[config.mk]
export PLATFORM = sky130hd
export DESIGN_NAME = fifo_rd_stream_adapter
export DESIGN_NICKNAME = d
export VERILOG_FILES = /design/src/rtl/fifo_rd_stream_adapter.sv
export SDC_FILE = /design/constraint.sdc
export NUM_CORES = 1
export LEC_CHECK = 0
export ABC_AREA = 1
export CAP_MARGIN = 20
export CORE_MARGIN = 5
export CORE_UTILIZATION = 32
export DETAILED_ROUTE_END_ITERATION = 8
export PLACE_DENSITY = 0.6
export SLEW_MARGIN = 30
export SYNTH_ARGS = -nofsm -noshare
export SYNTH_HDL_FRONTEND = slang
export SYNTH_SLANG_ARGS = --single-unit
[constraint.sdc]
create_clock -name clk -period 1.9 [get_ports clk]
set_clock_uncertainty 0.1 [all_clocks]
set_input_delay 0.38 -clock clk [delete_from_list [all_inputs] [get_ports clk]]
set_output_delay 0.38 -clock clk [all_outputs]
set_load 0.01 [all_outputs]
[src/rtl/fifo_rd_stream_adapter.sv]
// Read-side adapter: turns a registered-read sync FIFO (rd_en/dout/empty) into a
// first-word-fall-through valid/ready stream, using a 2-entry head/skid store.
module fifo_rd_stream_adapter #(
   parameter int DW = 16
) (
   input  logic          clk,
   input  logic          rst_n,
   input  logic          fifo_empty,
   output logic          fifo_rd_en,
   input  logic [DW-1:0] fifo_dout,
   output logic          m_valid,
   input  logic          m_ready,
   output logic [DW-1:0] m_data,
   output logic [1:0]    level
);

   localparam int unsigned DEPTH = 2;

   logic          r_out_vld;
   logic [DW-1:0] r_out_dat;
   logic          r_skd_vld;
   logic [DW-1:0] r_skd_dat;
   logic          r_pend;

   logic          w_pop;
   logic [1:0]    w_level;
   logic [2:0]    w_occ;
   logic          w_head_load;
   logic          w_skid_shift;

   // Stream handshake: a word transfers on a rising edge where m_valid && m_ready;
   // once m_valid is high, m_valid and m_data hold until that transfer happens.
   assign w_pop   = r_out_vld & m_ready;
   assign w_level = {1'b0, r_out_vld} + {1'b0, r_skd_vld};

   // Credit counts held words plus the read in flight, minus the word leaving now.
   assign w_occ      = {1'b0, w_level} + {2'b00, r_pend} - {2'b00, w_pop};
   assign fifo_rd_en = rst_n & ~fifo_empty & (w_occ < 3'(DEPTH));

   assign w_head_load  = ~r_out_vld | (w_pop & ~r_skd_vld);
   assign w_skid_shift = w_pop & r_skd_vld;

   always_ff @(posedge clk or negedge rst_n) begin
      if (!rst_n) begin
         r_pend <= 1'b0;
      end else begin
         r_pend <= fifo_rd_en;
      end
   end

   always_ff @(posedge clk or negedge rst_n) begin
      if (!rst_n) begin
         r_out_vld <= 1'b0;
         r_out_dat <= '0;
         r_skd_vld <= 1'b0;
         r_skd_dat <= '0;
      end else if (w_head_load) begin
         r_out_vld <= r_pend;
         if (r_pend) begin
            r_out_dat <= fifo_dout;
         end
      end else if (w_skid_shift) begin
         r_out_vld <= 1'b1;
         r_out_dat <= r_skd_dat;
         r_skd_vld <= r_pend;
         if (r_pend) begin
            r_skd_dat <= fifo_dout;
         end
      end else if (r_pend) begin
         r_skd_vld <= 1'b1;
         r_skd_dat <= fifo_dout;
      end
   end

   assign m_valid = r_out_vld;
   assign m_data  = r_out_dat;
   assign level   = w_level;

   a_credit_bound : assert property (@(posedge clk) disable iff (!rst_n)
      ({1'b0, w_level} + {2'b00, r_pend}) <= 3'(DEPTH));

   a_skid_no_overwrite : assert property (@(posedge clk) disable iff (!rst_n)
      !(r_pend && r_skd_vld && !w_pop));

endmodule

* Word level (Yosys, flattened, before mapping) *
Cells that the tools add are included.

operators by class
  add/subtract/negate cells = 3
  multiply operators = 0
  divide/modulo/power cells = 0
  magnitude comparators = 1
  equal/unequal tests = 1
  shift operators = 0
  mux-type cells = 7
  bitwise operators = 10
  reduce and logical (&&, ||, !) cells = 5

operator list
  operator                                                              count
  16-bit two-way mux                                                    3
  2-bit AND reduction                                                   3
  1-bit bitwise AND                                                     5
  1-bit two-way mux                                                     4
  1-bit NOT                                                             4
  2-bit nonzero test                                                    2
  2-bit by 1-bit adder with 3-bit output                                1
  3-bit by 2-bit < comparator with 1-bit output, second input constant  1
  3-bit by 1-bit subtractor with 3-bit output                           1
  1-bit by 1-bit adder with 2-bit output                                1
  2-bit != test, second input constant                                  1
  1-bit OR                                                              1

storage, ports and cells
  bits in registers = 35
  latch bits = 0
  RAM bits = 0
  memory bits (read-only) = 0
  input port bits = 20
  output and inout port bits = 20
  memories = 0

* Longest topological paths before layout *
Gate-level depths: netlist of run 1.

  depth in word-level cells = 5
  depth in mapped cells = 9

* Worst setup path before layout of run 1 *
OpenSTA, ideal clock, no wires.

  kind = register to output
  start point = register r_out_vld (netlist: m_valid)
  end point = output port fifo_rd_en
  arrival time = 1.385 ns
  setup slack = 0.035 ns
  stages on the path, launching flop included = 10
  buffers on the path = 1
  path through = dfrtp_1 -> buf_6 -> nand2_1 -> inv_2 -> ha_1 -> nor2_1 -> inv_1 -> nand2_1 -> nand2_1 -> nor2_1

on the way
  word-level cells in the longest chain between the ends = 5
  elaborated cells between the ends (all ways) = 6

RTL lines
  what                                             line  RTL
  from (decl)                                      19    logic r_out_vld;
  from (signal assigned)                           58    r_out_vld <= r_pend;
  1-bit by 1-bit adder with 2-bit output           34    assign w_level = {1'b0, r_out_vld} + {1'b0, r_skd_vld};
  2-bit by 1-bit adder with 3-bit output           37    assign w_occ = {1'b0, w_level} + {2'b00, r_pend} - {2'b00, w_pop};
  3-bit by 1-bit subtractor with 3-bit output *    37
  3-bit by 2-bit < comparator with 1-bit output *  38    assign fifo_rd_en = rst_n & ~fifo_empty & (w_occ < 3'(DEPTH));
  1-bit bitwise AND *                              38
  to (decl)                                        9     output logic fifo_rd_en,

Mark *: on every way between the ends. The rest lies on a longest branch, timed or not.

* Final worst setup path of run 1 *
Same ends and word-level chain as after synthesis.

==> qor.csv, run 1 <==
metric;value;unit
initial_core_util;0.331;
fmax;0.499;GHz
synth.distinct_cells;16;
slowest_delay;0.44;ns
post_cts_buffers;0;
crit_chain;nand2_1 > inv_2 > ha_4 > nor2_4 > inv_1 > nand2_1 > nand2_1 > nor2_2 > buf_2;
hold_start;r_skd_dat[12];
htreeDepth;2;
critPathTopFamily;flip-flops;
cpMaxStageDelayCell;dfrtp_2;
layout.cells.non_filler;335;
grt_usage;0.132;
r2r_start;m_valid;
slew_headroom;0.703;
finalHoldViolCount;0;
die_h;82.9;um
holdBufCountCts;0;
grt_pass1_vias;1575;
synth-xor-area-share;0.0103;
final_common_cell;nand2_1;
fin_crit;2.00;ns
outcome;finished, violations left;
synth-compound-area-share;0.0501;
mostFrequentLayoutCells;nand2_1, clkdlybuf4s50_1, dfrtp_1;
hp-class;reg2reg;
nNetsFinal;288;
finalWorstSetupSlack;-0.102;ns
post_drt_wl_per_cell;12.4;um
insertion_delay;0.28;ns
synthMuxAreaShare;0;
gp_congestion;0.802;
core-area;5140;sq um
min_period_over_period;1.05;
yosysTopAreaCell;dfrtp_1;
area_delta_synth_final;38.2;%
drc;0;
hpwlAfterDp;3000;um
end_kind;output pin;
hold_ws;0.389;ns
viasPerCell;4.51;
dr.pass1.iters;5;
dr_total_vias;1510;
syn-cell-area;1700;sq um
path_buf_inv;3;
ioPinCount;40;
die_w;82.9;um
yosys.area_share.simple;0.325;
cts.path.max_buffers;2;
p_per_area;1430;nW/um^2
num_rows;26;
p_switching;1.26;mW
drv_slew;0;
p_sw_frac;0.373;
grt_pass1_wl;7490;um
cts_inserted_buffers;5;
cap_violations;0;
yosys_warnings;0;
netlist_instances;214;
finalSetupViolations;1;
cell_internal_pwr;2.11;mW
violations;setup timing;
antenna_found_initial;0;
synth_top_family_by_area;simple AND/OR/NAND/NOR gates;
cts.reportedPaths.clkPinSlew;0.07;ns
critical_path_class;reg2out;
syn_avg_cell_area;7.94;sq um
synthAdderAreaFrac;0.0147;
postSynthNetCount;236;
grt_max_degree;36;
yosys-top-cells-area;dfrtp_1, nand2_1, nand3_1;
ir_worst_vdd;0.000437;V
pwr-share-clk;0.147;
synth_top_area_frac;0.515;
ys_seq_elements;35;
critPathLaunchType;flip-flop;
p_leak;1.23;nW
rsz0062_at_grt;true;
final_layout_size_suffix_gt1_frac;0.132;
diodes;0;
clock-sinks;35;
arrival;1.52;ns
overflow;0;
power_frac_seq;0.376;
io_buffers;39;
path_common_cell;nand2_1;
worstSetupStartpoint;m_valid;
ys_seq_area_frac;0.515;
worst_slew_pin_slew;0.445;ns
ant_nets;0;
dieArea;6870;sq um
dp_cells;329;
required;1.42;ns
root_buffer;clkbuf_8;
wirelength;4150;um
drt_iter0_markers;108;
cp_max_fo;4;
cts_tree;done;
power_frac_comb;0.478;
-- sequential cells by signal, summed over array words and instances, names as in the netlist --
name and count:
r_pend 1, r_skd_vld 1, m_valid 1, r_skd_dat 16, m_data 16
-- power by group through the flow --
stage	clock [mW]	sequential, mW	combinational [mW]
global placement	0	1.26	1.56
CTS	0.504	1.27	1.63
finish	0.495	1.27	1.61
global route	0.544	1.30	1.83
floorplan	0	1.32	0.784
detailed placement	0	1.27	1.58
-- synthesized netlist by cell type --
master / n
buf_2: 7
buf_6: 2
clkbuf_1: 1
dfrtp_1: 35
ha_1: 2
inv_1: 21
inv_2: 1
nand2_1: 86
nand2_2: 1
nand2_4: 4
nand3_1: 32
nand3_2: 1
nor2_1: 2
o21ai_0: 17
xnor2_1: 1
xor2_1: 1
-- cell type report --
| class | instances | area [sq um] |
|---|---|---|
| fill | 575 | 2790 |
| inverter | 22 | 82.6 |
| sequential | 35 | 877 |
| timing repair buffer | 55 | 514 |
| tap | 70 | 87.6 |
| multi-input combinational | 147 | 714 |
| clock buffer | 6 | 72.6 |
-- per-layer routing --
| metal | routed length (um) | share of wire | up-vias | global-route usage |
|---|---|---|---|---|
| met5 | 0 | 0 | - | 0 |
| met4 | 70 | 0.017 | 0 | 0.0535 |
| met3 | 145 | 0.035 | 7 | 0.0248 |
| met2 | 1930 | 0.47 | 35 | 0.214 |
| met1 | 2000 | 0.48 | 701 | 0.172 |
| li1 | - | - | 767 | - |
-- cell families (layout without fill, tap and decap cells) --
family | after synthesis | count (layout)
xor gates and xnor gates | 2 | 2
buffers and inverters | 32 | 83
adders and majority gates | 2 | 2
DFF | 35 | 35
AOI/OAI and AO/OA | 17 | 17
and+or+nand+nor | 126 | 126
-- final timing paths --
check                                end  slack, ns  cells after the start
hold reg to reg            r_skd_dat[12]       0.39                      2
setup reg to reg               m_data[4]       0.43                      6
max in group asynchronous        m_valid       0.78                      2
setup / recovery              fifo_rd_en      -0.10                      9
hold / removal             r_skd_dat[12]       0.39                      2
min in group asynchronous     m_data[12]       0.58                      2
-- per-stage QoR --
stage               power [mW]   util  worst slack [ns]  cell area [sq um]  setup TNS (ns)
global placement          2.82  0.437            -0.713               2250          -0.713
CTS                       3.40  0.456            -0.178               2340          -0.178
global route              3.68  0.457            -0.222               2350          -0.222
floorplan                 2.11      -            0.0346               1700               0
finish                    3.37  0.457            -0.102               2350          -0.102
detailed placement        2.85  0.437            -0.756               2250          -0.756
-- tightest hold or removal path, cell delays in order (launching register included) --
cell and delay, ns:
dfrtp_1 0.34, nand2_1 0.05, o21ai_0 0.06
-- what timing repair did --
action                                  in CTS  in global routing
pin swaps                                    4                  1
resized for setup                           13                  2
endpoints found under the setup margin       3                  2
cloned                                       0                  0
No activity file was read; power rests on OpenSTA's default activity.
==> run 2, diff against run 1 <==
CAP_MARGIN = unset   (was 20)
TNS_END_PERCENT = 1   (was unset)
==> run 2 against run 1 <==
The run still ends with setup timing left. Power is 1.3% higher. Worst setup slack worse by 0.027 ns. Global-route usage is 0.10 points lower. Maximum frequency is 1.3% lower. Cell area is 0.80% higher. Clock power hardly changed. Flip-flop and latch count stayed put. First-iteration DRC count is 11% lower. Critical endpoint unchanged. Largest power group unchanged.
==> qor.csv, run 2 (synthesis gave the netlist of run 1 again) <==
metric;value;unit
arrival;1.55;ns
met1_usage;0.172;
ir_worst_vdd;0.000438;V
dr_total_vias;1507;
dr.pass1.iters;4;
drc;0;
finalWorstSetupSlack;-0.129;ns
slowest_delay;0.45;ns
clock-sinks;35;
initial_core_util;0.331;
root_buffer;clkbuf_8;
post_drt_wl_per_cell;12.4;um
slew_headroom;0.704;
cts_inserted_buffers;5;
cpMaxStageDelayCell;dfrtp_2;
cts.path.max_buffers;2;
die_h;82.9;um
dpl_cell_area;2250;sq um
fmax;0.493;GHz
setup_tns;-0.129;ns
grt_usage;0.131;
grt.met3_usage;0.0248;
reg2regPathDepth;7;
nNetsFinal;290;
crit_chain;nand2_2 > inv_2 > ha_4 > nor2_4 > inv_2 > nand2_2 > nand2_2 > nor2_2 > buf_2;
finalSetupViolations;1;
area_delta_synth_final;39.3;%
drt_iter0_markers;96;
io_buffers;39;
dieArea;6870;sq um
core-area;5140;sq um
worst_slew_pin_slew;0.444;ns
mostFrequentLayoutCells;nand2_1, clkdlybuf4s50_1, dfrtp_1;
critPathLaunchType;flip-flop;
die_w;82.9;um
cts_tree;done;
final_common_cell;nand2_1;
met2_usage;0.211;
grt_pass1_vias;1562;
ant_nets;0;
finalPower;3.41;mW
finalHoldViolCount;0;
fillers;570;
violations;setup timing;
drv_slew;0;
final_layout_size_suffix_gt1_frac;0.161;
holdBufCountCts;0;
insertion_delay;0.28;ns
diodes;0;
fin_area;2370;sq um
cap_violations;0;
gp_congestion;0.802;
required;1.42;ns
cts.reportedPaths.clkPinSlew;0.07;ns
ioPinCount;40;
critical_path_class;reg2out;
num_rows;26;
hp-class;reg2reg;
p_per_area;1440;nW/um^2
path_common_cell;nand2_2;
outcome;finished, violations left;
antenna_found_initial;0;
end_kind;output pin;
wirelength;4180;um
layout.cells.non_filler;337;
grt_max_degree;36;
viasPerCell;4.47;
fin_crit;2.03;ns
grt_pass1_wl;7430;um
htreeDepth;2;
dp_cells;329;
hpwlAfterDp;3000;um
gr-max-usage-layer;met2;
min_period_over_period;1.07;
cp_max_fo;4;
holdPathStages;2;
p_leak;1.24;nW
overflow;0;
rsz0062_at_grt;true;
run 2: changes by cell type in the layout (fill, tap and decap cells not counted), sizes merged:
cell / delta
buf: +4
dlygate4sd2: -1
clkdlybuf4s50: -1
run 2: per-stage QoR:
stage               setup slack [ns]  utilization  hold slack [ns]
finish                        -0.129        0.461            0.388
global route                  -0.235        0.461            0.410
CTS                           -0.203        0.453            0.393
detailed placement            -0.756        0.437            0.377
global placement              -0.713        0.437            0.367
floorplan                     0.0346            -          -0.0156
run 2: what timing repair did:
action | in CTS | in global routing
cloned | 0 | 0
pin swaps | 4 | 5
setup buffers | 0 | 2
resized for setup | 8 | 11
endpoints found under the hold margin | 0 | 0
endpoints found under the setup margin | 3 | 3
run 2: critical path, delay by kind of cell (launching register included):
kind	cells	cell delay, ns
buffers and inverters	3	0.23
adder cells (fa/ha/maj)	1	0.21
flip-flops	1	0.45
AND/OR/NAND/NOR	5	0.39
run 2: path summary, 6_finish.rpt:
check / end / start / slack [ns]
max: fifo_rd_en / m_valid / -0.13
min: r_skd_dat[13] / r_skd_dat[13] / 0.39
max reg2reg: m_data[13] / m_valid / 0.34
min reg2reg: r_skd_dat[13] / r_skd_dat[13] / 0.39
max in group asynchronous: m_valid / rst_n / 0.79
min in group asynchronous: m_data[12] / rst_n / 0.57
run 2: cell type report:
class | instances | area (sq um) | area share
multi-input combinational | 147 | 722 | 0.305
timing repair buffer | 57 | 526 | 0.222
tap | 70 | 87.6 | 0.0370
clock buffer | 6 | 72.6 | 0.0307
inverter | 22 | 82.6 | 0.0349
sequential | 35 | 877 | 0.371
run 2: report_power, final:
part           internal, mW  switching (mW)  total, mW
sequential             1.08           0.188       1.27
clock                 0.244           0.252      0.496
combinational         0.816           0.834       1.65
total                  2.14            1.27       3.41
run 2: per-layer routing:
| layer | share of wire | vias to the layer above |
|---|---|---|
| met5 | 0 | - |
| met4 | 0.017 | 0 |
| li1 | - | 770 |
| met1 | 0.48 | 701 |
| met2 | 0.47 | 29 |
| met3 | 0.034 | 7 |
